--- src/rtl/register_file_2r1w.sv ---
// DEPTH x WIDTH register file: two registered read ports, one write port,
// optional write-to-read bypass, optional hardwired-zero r0 and a sequential clear sweep.
module register_file_2r1w #(
   parameter int WIDTH    = 16,
   parameter int DEPTH    = 8,
   parameter int BYPASS   = 1,
   parameter int ZERO_REG = 0,
   localparam int IDX_W   = $clog2(DEPTH)
) (
   input  logic             clk,
   input  logic             reset_n,
   input  logic [IDX_W-1:0] read_index_a,
   output logic [WIDTH-1:0] read_data_a,
   input  logic [IDX_W-1:0] read_index_b,
   output logic [WIDTH-1:0] read_data_b,
   input  logic [IDX_W-1:0] write_index,
   input  logic             write_enable,
   input  logic [WIDTH-1:0] write_data,
   input  logic             clear_start,
   output logic             clear_busy
);

   localparam logic [IDX_W:0]   DEPTH_C = (IDX_W+1)'(DEPTH);
   localparam logic [IDX_W-1:0] LAST_C  = IDX_W'(DEPTH - 1);

   typedef enum logic {IDLE, SWEEP} state_t;

   state_t           r_state;
   state_t           w_next_state;
   logic [IDX_W-1:0] r_ptr;
   logic [IDX_W-1:0] w_next_ptr;
   logic [WIDTH-1:0] r_mem [DEPTH];
   logic [WIDTH-1:0] r_rd_a;
   logic [WIDTH-1:0] r_rd_b;
   logic [WIDTH-1:0] w_rd_a;
   logic [WIDTH-1:0] w_rd_b;
   logic             w_wr_ok;
   logic             w_sweep;

   assign w_sweep = (r_state == SWEEP);
   assign w_wr_ok = write_enable && !w_sweep && ({1'b0, write_index} < DEPTH_C) &&
                    !((ZERO_REG == 1) && (write_index == '0));

   // Out-of-range indices never match an entry, so they fall through to zero.
   function automatic logic [WIDTH-1:0] f_read(input logic [IDX_W-1:0] idx);
      logic [WIDTH-1:0] v;
      v = '0;
      for (int i = 0; i < DEPTH; i++) begin
         if (idx == IDX_W'(i)) v = r_mem[i];
      end
      if ((ZERO_REG == 1) && (idx == '0)) v = '0;
      else if ((BYPASS == 1) && w_wr_ok && (idx == write_index)) v = write_data;
      return v;
   endfunction

   always_comb begin
      w_rd_a = f_read(read_index_a);
      w_rd_b = f_read(read_index_b);
   end

   always_comb begin
      w_next_state = r_state;
      w_next_ptr   = r_ptr;
      case (r_state)
         IDLE: begin
            if (clear_start) begin
               w_next_state = SWEEP;
               w_next_ptr   = '0;
            end
         end
         SWEEP: begin
            if (r_ptr == LAST_C) w_next_state = IDLE;
            else                 w_next_ptr   = r_ptr + 1'b1;
         end
         default: w_next_state = IDLE;
      endcase
   end

   always_ff @(posedge clk or negedge reset_n) begin
      if (!reset_n) begin
         r_state <= IDLE;
         r_ptr   <= '0;
      end else begin
         r_state <= w_next_state;
         r_ptr   <= w_next_ptr;
      end
   end

   // The sweep has priority; writes are already blocked while it runs.
   always_ff @(posedge clk or negedge reset_n) begin
      if (!reset_n) begin
         for (int i = 0; i < DEPTH; i++) r_mem[i] <= '0;
      end else begin
         for (int i = 0; i < DEPTH; i++) begin
            if (w_sweep && (r_ptr == IDX_W'(i)))
               r_mem[i] <= '0;
            else if (w_wr_ok && (write_index == IDX_W'(i)))
               r_mem[i] <= write_data;
         end
      end
   end

   always_ff @(posedge clk or negedge reset_n) begin
      if (!reset_n) begin
         r_rd_a <= '0;
         r_rd_b <= '0;
      end else begin
         r_rd_a <= w_rd_a;
         r_rd_b <= w_rd_b;
      end
   end

   assign read_data_a = r_rd_a;
   assign read_data_b = r_rd_b;
   assign clear_busy  = w_sweep;

endmodule

--- config.mk ---
export PLATFORM = sky130hd
export DESIGN_NAME = register_file_2r1w
export DESIGN_NICKNAME = d
export VERILOG_FILES = /design/src/rtl/register_file_2r1w.sv
export SDC_FILE = /design/constraint.sdc
export NUM_CORES = 1
export LEC_CHECK = 0
export ABC_CLOCK_PERIOD_IN_PS = 5200
export CORE_AREA = 2 2 97 168
export DETAILED_ROUTE_END_ITERATION = 10
export DIE_AREA = 0 0 99 170
export PLACE_DENSITY = 0.84
export SYNTH_ARGS = -nofsm -noshare
export SYNTH_HDL_FRONTEND = slang
export SYNTH_SLANG_ARGS = --single-unit
--- constraint.sdc ---
create_clock -name clk -period 5.2 [get_ports clk]
set_input_delay 0.52 -clock clk [delete_from_list [all_inputs] [get_ports clk]]
set_output_delay 0.52 -clock clk [all_outputs]
set_load 0.05 [all_outputs]
After elaboration in Yosys (flattened, before gate mapping)
Index checks and enable logic that the tools add are counted.

Output and inout bits: 33. Bits of input ports: 29. Memory bits (writable): 0. Word-level logic and storage cells: 119. Bits in read-only memories: 0. Memories: 0. Flip-flop bits (word level): 164. Latch bits: 0.

Add/sub/neg operators: 1. Equality and inequality tests: 32. Shift-type cells: 0. Bitwise operators: 1. Magnitude comparators: 0. Reduce and logical (&&, ||, !) cells: 33. Div/mod/pow operators: 0. Multiplexer cells: 40. Multiply operators: 0.

Operators with widths (number): 16-bit 2-to-1 mux (34); 3-bit equality test (second input constant) (16); 3-bit by 2-bit equality test with 1-bit output (second input constant) (8); 1-bit logical AND (19); 2-bit nonzero test (8); 3-bit by 1-bit equality test with 1-bit output (second input constant) (4); 3-bit logical NOT (4); 3-bit equality test (2); 3-bit 2-to-1 mux (2); 3-bit case mux with 2 select lines (1); 2-bit inequality test (second input constant) (2); 3-bit by 1-bit adder with 3-bit output (second input constant) (1); 1-bit 2-to-1 mux (2); 1-bit case mux with 2 select lines (1); 2-bit AND reduction (1); 1-bit logical NOT (1); 1-bit inverter (1).

Logic depth before layout (Yosys ltp)
Depth in word-level cells: 10. Mapped depth: 8.

Worst setup path before layout
Ideal clock, no wire load.

Path type: reg-to-reg. From: register r_state (netlist: clear_busy). To: register r_rd_b[11] (netlist: read_data_b[11]). Arrival: 1.922 ns. Cell stages (with the launch flop): 7. Path buffers: 2. Clock period less this slack: 2.004 ns. Setup time: 0.082 ns. Setup slack: 3.196 ns. Cells stage by stage: dfrtp_1 nand2b_1 or4_1 buf_4 buf_6 mux2i_1 a31oi_1.

Word-level cells in the longest chain between the ends: 4.

RTL lines: from (decl) (RTL line 28) `state_t r_state;`; from (signal assigned) (RTL line 84) `r_state <= w_next_state;`; 1-bit logical NOT (RTL line 41) `assign w_wr_ok = write_enable && !w_sweep && ({1'b0, write_index} < DEPTH_C) &&`; 1-bit logical AND (RTL line 41); 1-bit logical AND (RTL line 52) `else if ((BYPASS == 1) && w_wr_ok && (idx == write_index)) v = write_data;`; 16-bit 2-to-1 mux (RTL line 52); via w_rd_b[11] (RTL line 36) `logic [WIDTH-1:0] w_rd_b;`; to (signal assigned) (RTL line 109) `r_rd_b <= w_rd_b;`; to (decl) (RTL line 34) `logic [WIDTH-1:0] r_rd_b;`.

The timed path passes the listed nets, and every way through them passes these cells. A chain may end at the register's enable or synchronous reset.

Final worst setup path
From: input port read_index_b[2]. To: register r_rd_b[8] (netlist: read_data_b[8]).

Word-level cells in the longest chain between the ends: 10. Elaborated cells between the ends (all ways): 19. Classes of those cells: eq/ne (8); mux (9); reduce/logical (2).

RTL lines: from (decl) (RTL line 14) `input logic [IDX_W-1:0] read_index_b,`; 3-bit logical NOT (RTL line 49) `if (idx == IDX_W'(i)) v = r_mem[i];`; 16-bit 2-to-1 mux (8 in series) (RTL line 49); 16-bit 2-to-1 mux * (RTL line 52); via w_rd_b[8] (RTL line 36).

Mark *: on every way through the listed nets, which the timed path passes. The rest lies on a longest branch.

==> results.toml <==
[run_status]
status = "finished clean"

[die]
rows = 60
die_h_um = 170
io_pins = 62
die_area_mm2 = 0.01683
die_x_um = 99
initial_core_util_pct = 54.24
core-area_mm2 = 0.01539

[final_layout]
diodes = 0
final_area_mm2 = 0.009559
multi_input_area_mm2 = 0.003876
final_common_cell = "dfrtp_1"
ff_latch_area_mm2 = 0.004104
nFillCells = 1122
final_nets = 766
layout_common_cells = "164 x dfrtp_1, 128 x a22o_1, 56 x clkdlybuf4s50_1, 47 x nor2_1, 45 x o21ai_0"
drive_gt1_share_pct = 15.86
layout-area-overhead-vs-synth_pct = 14.53

[timing]
fin_tns_setup_ns = 0
setup_viol = 0
hold_viol_final = 0
period_share_pct = 52.70
skew_ns = 0.007611
max_freq_mhz = 364.9
worst_pin_slew_ns = 1.178
drv_slew = 0
slew_headroom_pct = 21.49
rsz0062_at_grt = "no"
fin_crit_ns = 2.740

[detailed_routing]
ant_nets = 0
wl_per_cell_um = 26.72
drc_errors = 0
drt_iter0_drc = 836
wirelength_um = 24850
viasPerCell = 7.304
via_count = 6793
first_pass_iters = 5

[global_route]
overflow = 0
first_global_vias = 7026
antenna_found_initial = 0
grt_max_degree = 117
grt_pass1_wl_um = 39250
grt_use_total_pct = 30.51

[setup_path]
arrival_ns = 3.07
path_class = "in -> reg"
cp-end-kind = "register"
critPathMaxFanout = 25
cp.required_ns = 5.53
crit_path_start_kind = "input port"

[clock_tree]
tritoncts = "built"
cts.sinks = 164
clock_latency_ns = 0.43
postCtsHoldBufs = 0
cts-resized-gates = 0
clockBufferDepth = 2
cts_buffers = 17
postCtsSetupRepairBufs = 0
h-tree-depth = 4
clk_pin_slew_ns = 0.06
clockRootBuffer = "clkbuf_16"

[synthesis]
synth_area_per_cell_um2 = 11.84
syn-instance-count = 705
synth_seq_area_share_pct = 49.17
ys_ff_latch = 164
synthDistinctLibCells = 47
synth_edf_count = 0
synthArstFlopShare_pct = 100.0
ys.flop_type = "dfrtp_1"
syn_area_mm2 = 0.008347
syn_nets = 740
synth_warnings = 0

[place]
gp_congestion = 0.8913
place_hpwl_um = 14870
dpl-instance-area_mm2 = 0.008977
port_buffers = 61

[worst_hold_path]
hp-class = "in -> async"

[power]
leakage_nw = 4.238
p_per_area_mw_per_mm2 = 488.8
vdd_drop_max_mv = 0.3515

[job]
max_cap_viol_count = 0
## flip-flops by register name, summed over array words and instances (netlist names)
signal       flops
read_data_b     16
r_mem          128
read_data_a     16
clear_busy       1
r_ptr            3
## layer usage
layer | part of all wire (%) | GRT usage [%] | vias up
li1 | - | - | 2723
met1 | 34 | 36.35 | 3379
met2 | 49 | 48.06 | 551
met3 | 9.9 | 7.515 | 140
met4 | 6.9 | 21.74 | 0
met5 | 0 | 0 | -
## cell usage after synthesis (2+ instances only)
library cell | number | share of area (%)
dfrtp_1 | 164 | 49
a22o_1 | 128 | 13
nor2_1 | 49 | 2.2
o21ai_0 | 45 | 2.7
mux2i_1 | 40 | 4.8
mux4_2 | 34 | 9.2
nand2_1 | 29 | 1.3
buf_2 | 27 | 1.6
clkbuf_1 | 20 | 0.90
buf_1 | 19 | 0.85
a31oi_1 | 15 | 1.1
nor3b_1 | 13 | 1.2
o22ai_1 | 13 | 0.97
inv_1 | 9 | 0.40
or2_2 | 8 | 0.60
a221oi_1 | 7 | 0.73
a221oi_2 | 7 | 1.3
nand2b_1 | 7 | 0.52
nor2b_1 | 7 | 0.52
a21oi_1 | 6 | 0.36
ha_1 | 6 | 0.90
xor2_1 | 6 | 0.63
and2_1 | 5 | 0.37
o2bb2ai_1 | 5 | 0.52
buf_6 | 4 | 0.54
nor3_1 | 4 | 0.24
nor2_4 | 3 | 0.40
a31oi_2 | 2 | 0.30
buf_4 | 2 | 0.18
nand3_1 | 2 | 0.12
o21ai_1 | 2 | 0.12
o31ai_1 | 2 | 0.18
## final timing paths
path	from	end	slack (ns)	cells after the start
worst max-delay path	read_index_b[2]	read_data_b[8]	2.46	7
worst min-delay path	reset_n	r_mem[48]	0.19	1
worst max register to register	clear_busy	read_data_b[8]	2.57	5
worst min register to register	r_mem[94]	r_mem[94]	0.53	1
max in group asynchronous	reset_n	r_mem[77]	3.79	2
min in group clk	r_mem[94]	r_mem[94]	0.53	1
## through the flow
step | setup slack [ns] | utilization [%] | hold slack, ns | power [W] | std cells
after global placement | 2.163 | 58.33 | 0.4943 | 0.003311 | 898
final | 2.460 | 62.11 | 0.1884 | 0.004672 | 930
after detailed placement | 2.081 | 58.33 | 0.5006 | 0.003391 | 898
after floorplan | 3.196 | - | 0.2244 | 0.002874 | 705
after global routing | 2.415 | 62.11 | 0.3110 | 0.004838 | 930
after CTS | 2.535 | 62.11 | 0.2699 | 0.004650 | 930
## kinds of logic (layout without fill, tap and decap cells)
family | Yosys count | after routing | share of synthesized area [%]
XOR/XNOR | 7 | 7 | 0.7345
AND/OR/NAND/NOR | 137 | 137 | 8.635
multiplexers | 75 | 75 | 14.11
buffers and inverters | 82 | 121 | 4.542
flip-flops | 164 | 164 | 49.17
AO/OA/AOI/OAI | 234 | 234 | 21.92
adder cells (fa/ha/maj) | 6 | 6 | 0.8994
## layout make-up
type,instances,area share [%]
clock buffer,18,4.594
clock inverter,14,1.492
inverter,10,0.3927
multi-input combinational,459,40.55
sequential,164,42.93
tap,186,2.435
timing repair buffer,79,7.605
## critical path: stages
cell and delay (ns):
clkdlybuf4s50_1 0.45, buf_4 0.33, xor2_1 0.12, or4_1 0.81, buf_4 0.37, and2_1 0.19
a221oi_2 0.25
## report_power, final
part | switching [W] | total (W) | internal [W]
sequential | 0.000310 | 0.00193 | 0.00162
combinational | 0.000864 | 0.00150 | 0.000632
clock | 0.000558 | 0.00124 | 0.000685
(Power assumes the default switching activity.)
